===== config.mk =====
export PLATFORM = sky130hd
export DESIGN_NAME = lcm_from_hcf
export DESIGN_NICKNAME = d
export VERILOG_FILES = /design/src/rtl/lcm_from_hcf.sv
export SDC_FILE = /design/constraint.sdc
export NUM_CORES = 1
export LEC_CHECK = 0
export ABC_AREA = 1
export BUFFER_PORTS_ARGS = -buffer_cell sky130_fd_sc_hd__clkbuf_2
export CAP_MARGIN = 40
export CELL_PAD_IN_SITES_DETAIL_PLACEMENT = 1
export CELL_PAD_IN_SITES_GLOBAL_PLACEMENT = 1
export CORE_ASPECT_RATIO = 2
export CORE_MARGIN = 1.5
export CORE_UTILIZATION = 45
export CTS_CLUSTER_DIAMETER = 200
export DETAILED_ROUTE_END_ITERATION = 8
export PLACE_DENSITY = 0.84
export SYNTH_ARGS = -nofsm -noshare
export SYNTH_HDL_FRONTEND = slang
export SYNTH_SLANG_ARGS = --single-unit

===== constraint.sdc =====
create_clock -name clk -period 3.25 [get_ports clk]
set_input_delay 0.65 -clock clk [delete_from_list [all_inputs] [get_ports clk]]
set_output_delay 0.65 -clock clk [all_outputs]
set_load 0.02 [all_outputs]

===== src/rtl/lcm_from_hcf.sv =====
// LCM from operands and their HCF: (in1 / hcf) * in2.
// Restoring divider followed by shift-add multiplier.
module lcm_from_hcf #(
    parameter int N = 8
) (
    input  logic           clk,
    input  logic           rst,
    input  logic           hcf_valid,
    input  logic [N-1:0]   in1,
    input  logic [N-1:0]   in2,
    input  logic [N-1:0]   hcf,
    output logic           busy,
    output logic [2*N-1:0] lcm,
    output logic           err,
    output logic           done
);

    localparam int CW = (N > 1) ? $clog2(N) : 1;
    localparam logic [CW-1:0] CNT_TOP = CW'(N - 1);

    typedef enum logic [1:0] {
        S_IDLE,
        S_DIV,
        S_MUL,
        S_DONE
    } state_t;

    state_t state, state_nx;

    logic [N-1:0]   dvd;
    logic [N-1:0]   hcf_r;
    logic [N:0]     rem;
    logic [N-1:0]   quot;
    logic [2*N-1:0] mcand;
    logic [2*N-1:0] acc;
    logic [CW-1:0]  cnt;

    logic [N+1:0]   wide;
    logic           sub_ok;
    logic [N:0]     diff;
    logic [N:0]     rem_nx;
    logic [2*N-1:0] acc_nx;
    logic           last;
    logic           short_go;

    // One restoring-division step: shift in next dividend bit, try subtract
    always_comb begin
        wide   = {rem, dvd[N-1]};
        sub_ok = (wide >= {2'b00, hcf_r});
        diff   = wide[N:0] - {1'b0, hcf_r};
        rem_nx = sub_ok ? diff : wide[N:0];
        acc_nx = quot[0] ? (acc + mcand) : acc;
        last   = (cnt == '0);
        short_go = (hcf == '0) || (in1 == '0) || (in2 == '0);
    end

    always_ff @(posedge clk or negedge rst) begin
        if (!rst) state <= S_IDLE;
        else      state <= state_nx;
    end

    always_comb begin
        state_nx = state;
        unique case (state)
            S_IDLE: begin
                if (hcf_valid) state_nx = short_go ? S_DONE : S_DIV;
            end
            S_DIV: begin
                if (last) state_nx = (rem_nx != '0) ? S_DONE : S_MUL;
            end
            S_MUL: begin
                if (last) state_nx = S_DONE;
            end
            S_DONE: state_nx = S_IDLE;
            default: state_nx = S_IDLE;
        endcase
    end

    always_comb begin
        busy = (state != S_IDLE);
    end

    always_ff @(posedge clk or negedge rst) begin
        if (!rst) begin
            dvd   <= '0;
            hcf_r <= '0;
            rem   <= '0;
            quot  <= '0;
            mcand <= '0;
            acc   <= '0;
            cnt   <= '0;
            lcm   <= '0;
            err   <= 1'b0;
            done  <= 1'b0;
        end else begin
            done <= (state_nx == S_DONE);
            unique case (state)
                S_IDLE: begin
                    if (hcf_valid) begin
                        dvd   <= in1;
                        hcf_r <= hcf;
                        rem   <= '0;
                        quot  <= '0;
                        mcand <= {{N{1'b0}}, in2};
                        acc   <= '0;
                        cnt   <= CNT_TOP;
                        if (short_go) begin
                            lcm <= '0;
                            err <= (hcf == '0);
                        end
                    end
                end
                S_DIV: begin
                    rem  <= rem_nx;
                    dvd  <= {dvd[N-2:0], 1'b0};
                    quot <= {quot[N-2:0], sub_ok};
                    cnt  <= last ? CNT_TOP : cnt - 1'b1;
                    if (last && rem_nx != '0) begin
                        lcm <= '0;
                        err <= 1'b1;
                    end
                end
                S_MUL: begin
                    acc   <= acc_nx;
                    mcand <= {mcand[2*N-2:0], 1'b0};
                    quot  <= {1'b0, quot[N-1:1]};
                    cnt   <= cnt - 1'b1;
                    if (last) begin
                        lcm <= acc_nx;
                        err <= 1'b0;
                    end
                end
                S_DONE: ;
                default: ;
            endcase
        end
    end

endmodule

Word-level counts from Yosys, hierarchy flattened

Cells that the tools add are included.

Muxes and demuxes: 31
Add/subtract/negate cells: 3
Reduce and logical (&&, ||, !) cells: 18
Equality and inequality tests: 8
$lt $le $gt $ge: 1

Operator list:

| operator           | number |
|---|---|
| $mux 16            | 7 |
| $pmux 16 s2        | 2 |
| $pmux 16 s3        | 1 |
| $logic_not 8->1    | 3 |
| $pmux 8 s3         | 1 |
| $mux 9             | 2 |
| $pmux 9 s2         | 1 |
| $add 16x16->16     | 1 |
| $mux 8             | 2 |
| $pmux 8 s2         | 1 |
| $ge 10x8->1        | 1 |
| $pmux 3 s3         | 1 |
| $reduce_bool 9->1  | 1 |
| $sub 9x8->9        | 1 |
| $mux 2             | 4 |
| $ne 2x2->1 const B | 4 |
| $pmux 2 s4         | 1 |
| $reduce_and 2->1   | 4 |
| $eq 2x2->1 const B | 3 |
| $mux 3             | 2 |
| $reduce_bool 2->1  | 3 |
| $mux 1             | 5 |
| $reduce_and 5->1   | 1 |
| $logic_not 3->1    | 1 |
| other kinds (7)    | 8 |

Word-level logic and storage cells: 72
Bits in registers: 88

Depth between registers and ports, before layout

Depth in word-level cells: 7
Depth in mapped cells: 20
Depth with buffers taken out: 19

Least setup slack after synthesis

OpenSTA, ideal clock, no wires.

Path type: reg2reg
From: reg dvd[7]
To: reg lcm[10]
Period minus slack after synthesis: 2540 ps
Data arrival time: 2423 ps
Setup time: 117 ps
Cell stages (with the launch flop): 19
Data required time: 3133 ps
Path slack: 710 ps
Cell sequence: dfrtp_1 -> inv_1 -> ha_1 -> inv_1 -> fa_1 -> nand3_1 -> nand3_1 -> nand2_2 -> nand3_2 -> buf_6 -> o21ai_2 -> nand2_1 -> nor2_2 -> nand3_1 -> nand2_2 -> nand2_4 -> buf_2 -> nand3b_1 -> nand2_1

Cells in the longest elaborated chain, start to end: 6
Elaborated cells on any way between the ends: 7
Those cells by class: 1 x add/sub; 1 x order compare; 1 x eq/ne; 1 x mux; 3 x reduce/logical

RTL lines:

| what                                       | line   | source |
|---|---|---|
| start, declared                            | 30     | `logic [N-1:0] dvd;` |
| start signal, assigned                     | 100    | `dvd <= in1;` |
| start signal, assigned                     | 115    | `dvd <= {dvd[N-2:0], 1'b0};` |
| $sub 9x8->9 or $ge 10x8->1 (tied branches) | 50, 49 |  |
| $mux 9 *                                   | 51     | `rem_nx = sub_ok ? diff : wide[N:0];` |
| $reduce_bool 9->1 *                        | 118    | `if (last && rem_nx != '0) begin` |
| $logic_and 1x1->1 *                        | 118    |  |
| $ne 2x2->1 (no source line) *              | -      |  |
| $reduce_and 5->1 (no source line) *        | -      |  |
| end signal, assigned                       | 129    | `lcm <= acc_nx;` |
| end, declared                              | 13     | `output logic [2*N-1:0] lcm,` |

Every way passes the cells marked *; elsewhere a longest branch is shown, timed or not.
A chain may end at the register's enable or synchronous reset.

Worst setup path after layout

Same ends and word-level chain as after synthesis.

==> run summary <==
Count of mapped cells out of synthesis = 708
Post-synthesis share of cell area spent on xor and xnor gates = 1.96%
Fraction of synthesized area in multiplexers = 0%
Placer Congestion = 0.921
Pin count of the biggest net entering global routing = 56
Transition time at the pin with the least slew margin = 0.828 ns
Synth Area in Adders = 7.51%
Global-route wire length before repair = 27.6 mm
Post-route core utilization = 52.1%
Leading area contributor after synthesis = sky130_fd_sc_hd__dfrtp_1
Number of top-level design ports = 46
Clock buffer count from CTS = 9
Critical path type = flop to flop
Slew headroom = 44.6%
Sum Neg Setup Slack = 0 ns
Hold Violations, Final = 0
Crit path required time = 3.54 ns
Number of sinks driven by the clock tree = 88
Main area contributors after synthesis = sky130_fd_sc_hd__dfrtp_1 41%, sky130_fd_sc_hd__nand2_1 11%, sky130_fd_sc_hd__ha_1 6.8%
Portion of synthesized cell area occupied by the leading cell type = 41.0%
Bufs and invs on worst path = 3
Setup Viol. Count Final = 0
Maximum vdd drop = 552 uV
Number of distinct standard cells referenced by the synthesized netlist = 40
Placed wire-length estimate = 13.3 mm
Synth Area in Simple Gates = 26.1%
Gate family responsible for the most delay along the worst path = simple AND/OR/NAND/NOR gates
Rows = 56
Total number of vias = 5,112
Worst-path cell with the longest stage delay = sky130_fd_sc_hd__fa_1
Post-layout net count = 805
EDFF count, synth = 0
Routed wirelength normalized by instance count = 19.3 um
Post-synthesis sequential element count = 88
Nets in the synthesized netlist = 766
Fin crit share = 87.7%
Initial Utilization = 45.9%
CP Data Arrival Time = 3.14 ns
Yosys warning total = 0
Mapped Area = 0.00537 mm^2
DRC viols = 0
Aggregate global-route resource usage = 29.3%
Clock network latency to the later pin of the worst-skew pair = 0.35 ns
Library cell with the highest instance count after synthesis = sky130_fd_sc_hd__nand2_1
Clock H-tree levels = 3
Maximum fanout encountered on the critical timing path = 18
Total power draw = 7.17 mW
Clock tree skew after final layout = 0.0106 ns
Die span in y = 157 um
Series of cell instances along the critical path = inv_1 -> ha_1 -> inv_1 -> fa_1 -> nand3_1 -> nand3_1 -> nand2_2 -> nand3_4 -> inv_1 -> nand2_1 -> nand2_1 -> nand2_1 -> nor2_2 -> nand3_1 -> nand2_2 -> nand2_4 -> nand2_8 -> nand2_1 -> nand2_1
Number of global-route vias before repair = 5,515
Postcts setup bufs = 0
Initial antenna violation count = 0
Overall die area = 0.0126 mm^2
Cell occurring most often along the worst timing path = sky130_fd_sc_hd__nand2_1
Clk slew on worst S/H paths = 0.07 ns
Master cell of the clock root buffer = sky130_fd_sc_hd__clkbuf_16
Sequential area share after synthesis = 41.0%
Antenna diode count = 0
Number of port buffers = 45
Final antenna-violating net count = 0
Slowest Stage Delay on Critical Path = 0.42 ns
Number of pins exceeding their max-slew limit in the final report = 0
Aggregate routed wire length = 17.3 mm
Total instance count after detailed placement = 881
Critical Path Sink Type = flop
Die width = 80.2 um
Number of maximum-capacitance violations = 0
Buffer depth of the longest clock path = 2
Overall overflow remaining after global route = 0
Run status = complete, no violations
Vias per std cell = 5.70
Compound-cell area share of the yosys netlist = 14.8%
Most used DFF post-synth = sky130_fd_sc_hd__dfrtp_1
Total power per unit cell area = 1180 mW/mm^2
Highest attainable clock frequency = 0.351 GHz
Layout cell share with drive strength beyond 1 = 11.0%
Fraction of registers with async set or reset after synthesis = 100%
Class of the worst hold path = input port to async pin
Area added between synthesis and finish = 13.5%
Area of the core region = 0.0117 mm^2
Total leakage power = 3.13 nW
TritonCTS clock tree = done
Detailed-router iteration count before antenna repair = 4
Commonest cells in the synthesized netlist = 163 x sky130_fd_sc_hd__nand2_1, 90 x sky130_fd_sc_hd__inv_1, 88 x sky130_fd_sc_hd__dfrtp_1
Post-Syn Area per Cell = 7.58 um^2
Type of origin of the critical path = flop
Setup repair after global routing missed its margin = no
Cell Count, Final, Fillers Out = 897
Period minus WS final = 2.85 ns
Starting DRC count in detailed routing = 319
Main combinational cell family by area after synthesis = simple AND/OR/NAND/NOR gates
[repair_timing]
item                                    4_1_cts  5_1_grt
gates resized for setup                       0        2
endpoints found under the setup margin        0       17
hold buffers                                  0        0
[placed cells by master, fill, tap and decap left out, types with 3 or more instances in the layout]
master / n
sky130_fd_sc_hd__nand2_1: 163
sky130_fd_sc_hd__inv_1: 90
sky130_fd_sc_hd__dfrtp_1: 88
sky130_fd_sc_hd__nor2_1: 69
sky130_fd_sc_hd__o21ai_0: 53
sky130_fd_sc_hd__clkbuf_2: 44
sky130_fd_sc_hd__nand3_1: 39
sky130_fd_sc_hd__a21oi_1: 37
sky130_fd_sc_hd__ha_1: 29
sky130_fd_sc_hd__nand4_1: 16
sky130_fd_sc_hd__nand3b_1: 14
sky130_fd_sc_hd__a31oi_1: 14
sky130_fd_sc_hd__o22ai_1: 14
sky130_fd_sc_hd__clkbuf_16: 9
sky130_fd_sc_hd__buf_4: 8
sky130_fd_sc_hd__xor2_1: 6
sky130_fd_sc_hd__xnor2_1: 6
sky130_fd_sc_hd__o31ai_1: 5
sky130_fd_sc_hd__nor4_1: 4
sky130_fd_sc_hd__a22oi_1: 4
sky130_fd_sc_hd__o21bai_1: 4
sky130_fd_sc_hd__nand2_2: 3
sky130_fd_sc_hd__nor2_2: 3
[where the power goes]
group / switching (mW) / internal (mW)
Clock: 0.493 / 0.614
Sequential: 0.325 / 1.49
Combinational: 2.88 / 1.37
Total: 3.70 / 3.47
[registers in the layout, indices dropped and copies added, names as in the netlist, 3 cells and up]
signal and flops:
hcf_r 8, mcand 16, dvd 8, lcm 16, acc 16, rem 9, quot 8, cnt 3
[worst reg2reg max path: cells and delay by family (launching register included)]
family | cells | cell delay, ns
fa+ha+maj | 2 | 0.55
buf+inv | 3 | 0.26
flops | 1 | 0.40
simple gates | 14 | 1.59
[per-stage QoR]
step | setup slack (ns) | cell area [um^2] | hold slack [ns]
finish | 0.400 | 6090 | 0.350
global placement | 0.431 | 5740 | 0.458
floorplan | 0.710 | 5370 | 0.354
global route | 0.0296 | 6090 | 0.420
detailed placement | 0.270 | 5760 | 0.462
CTS | 0.249 | 6070 | 0.391
[path summary, 6_finish.rpt]
check	from	end	slack, ns	cells after the start
setup / recovery	dvd[7]$_DFFE_PN0P_	lcm[10]$_DFFE_PN0P_	0.40	19
hold / removal	rst	mcand[7]$_DFFE_PN0P_	0.35	1
setup reg to reg	dvd[7]$_DFFE_PN0P_	lcm[10]$_DFFE_PN0P_	0.40	19
hold reg to reg	err$_DFFE_PN0P_	err$_DFFE_PN0P_	0.48	2
max in group asynchronous	rst	lcm[3]$_DFFE_PN0P_	2.22	2
min in group clk	err$_DFFE_PN0P_	err$_DFFE_PN0P_	0.48	2
[layout make-up]
class	count	area (um^2)
fillers	1510	5610
multi-input cells	503	2730
flip-flops and latches	88	2200
inverters	91	342
repair buffers	54	328
clock buffers	9	225
well taps	145	181
clock inverters	7	86.3
[metal layers]
layer,part of all wire (%),GRT usage [%]
met5,0,0
met4,8.6,22.6
met3,2.2,4.17
met2,56,55.0
met1,33,27.3
[cells by family after synthesis]
group | count (synthesis)
flip-flops | 88
AND/OR/NAND/NOR | 320
AO/OA/AOI/OAI | 140
buffers and inverters | 117
XOR/XNOR | 12
adder cells (fa/ha/maj) | 31
Power figures use the tool's default switching activity.
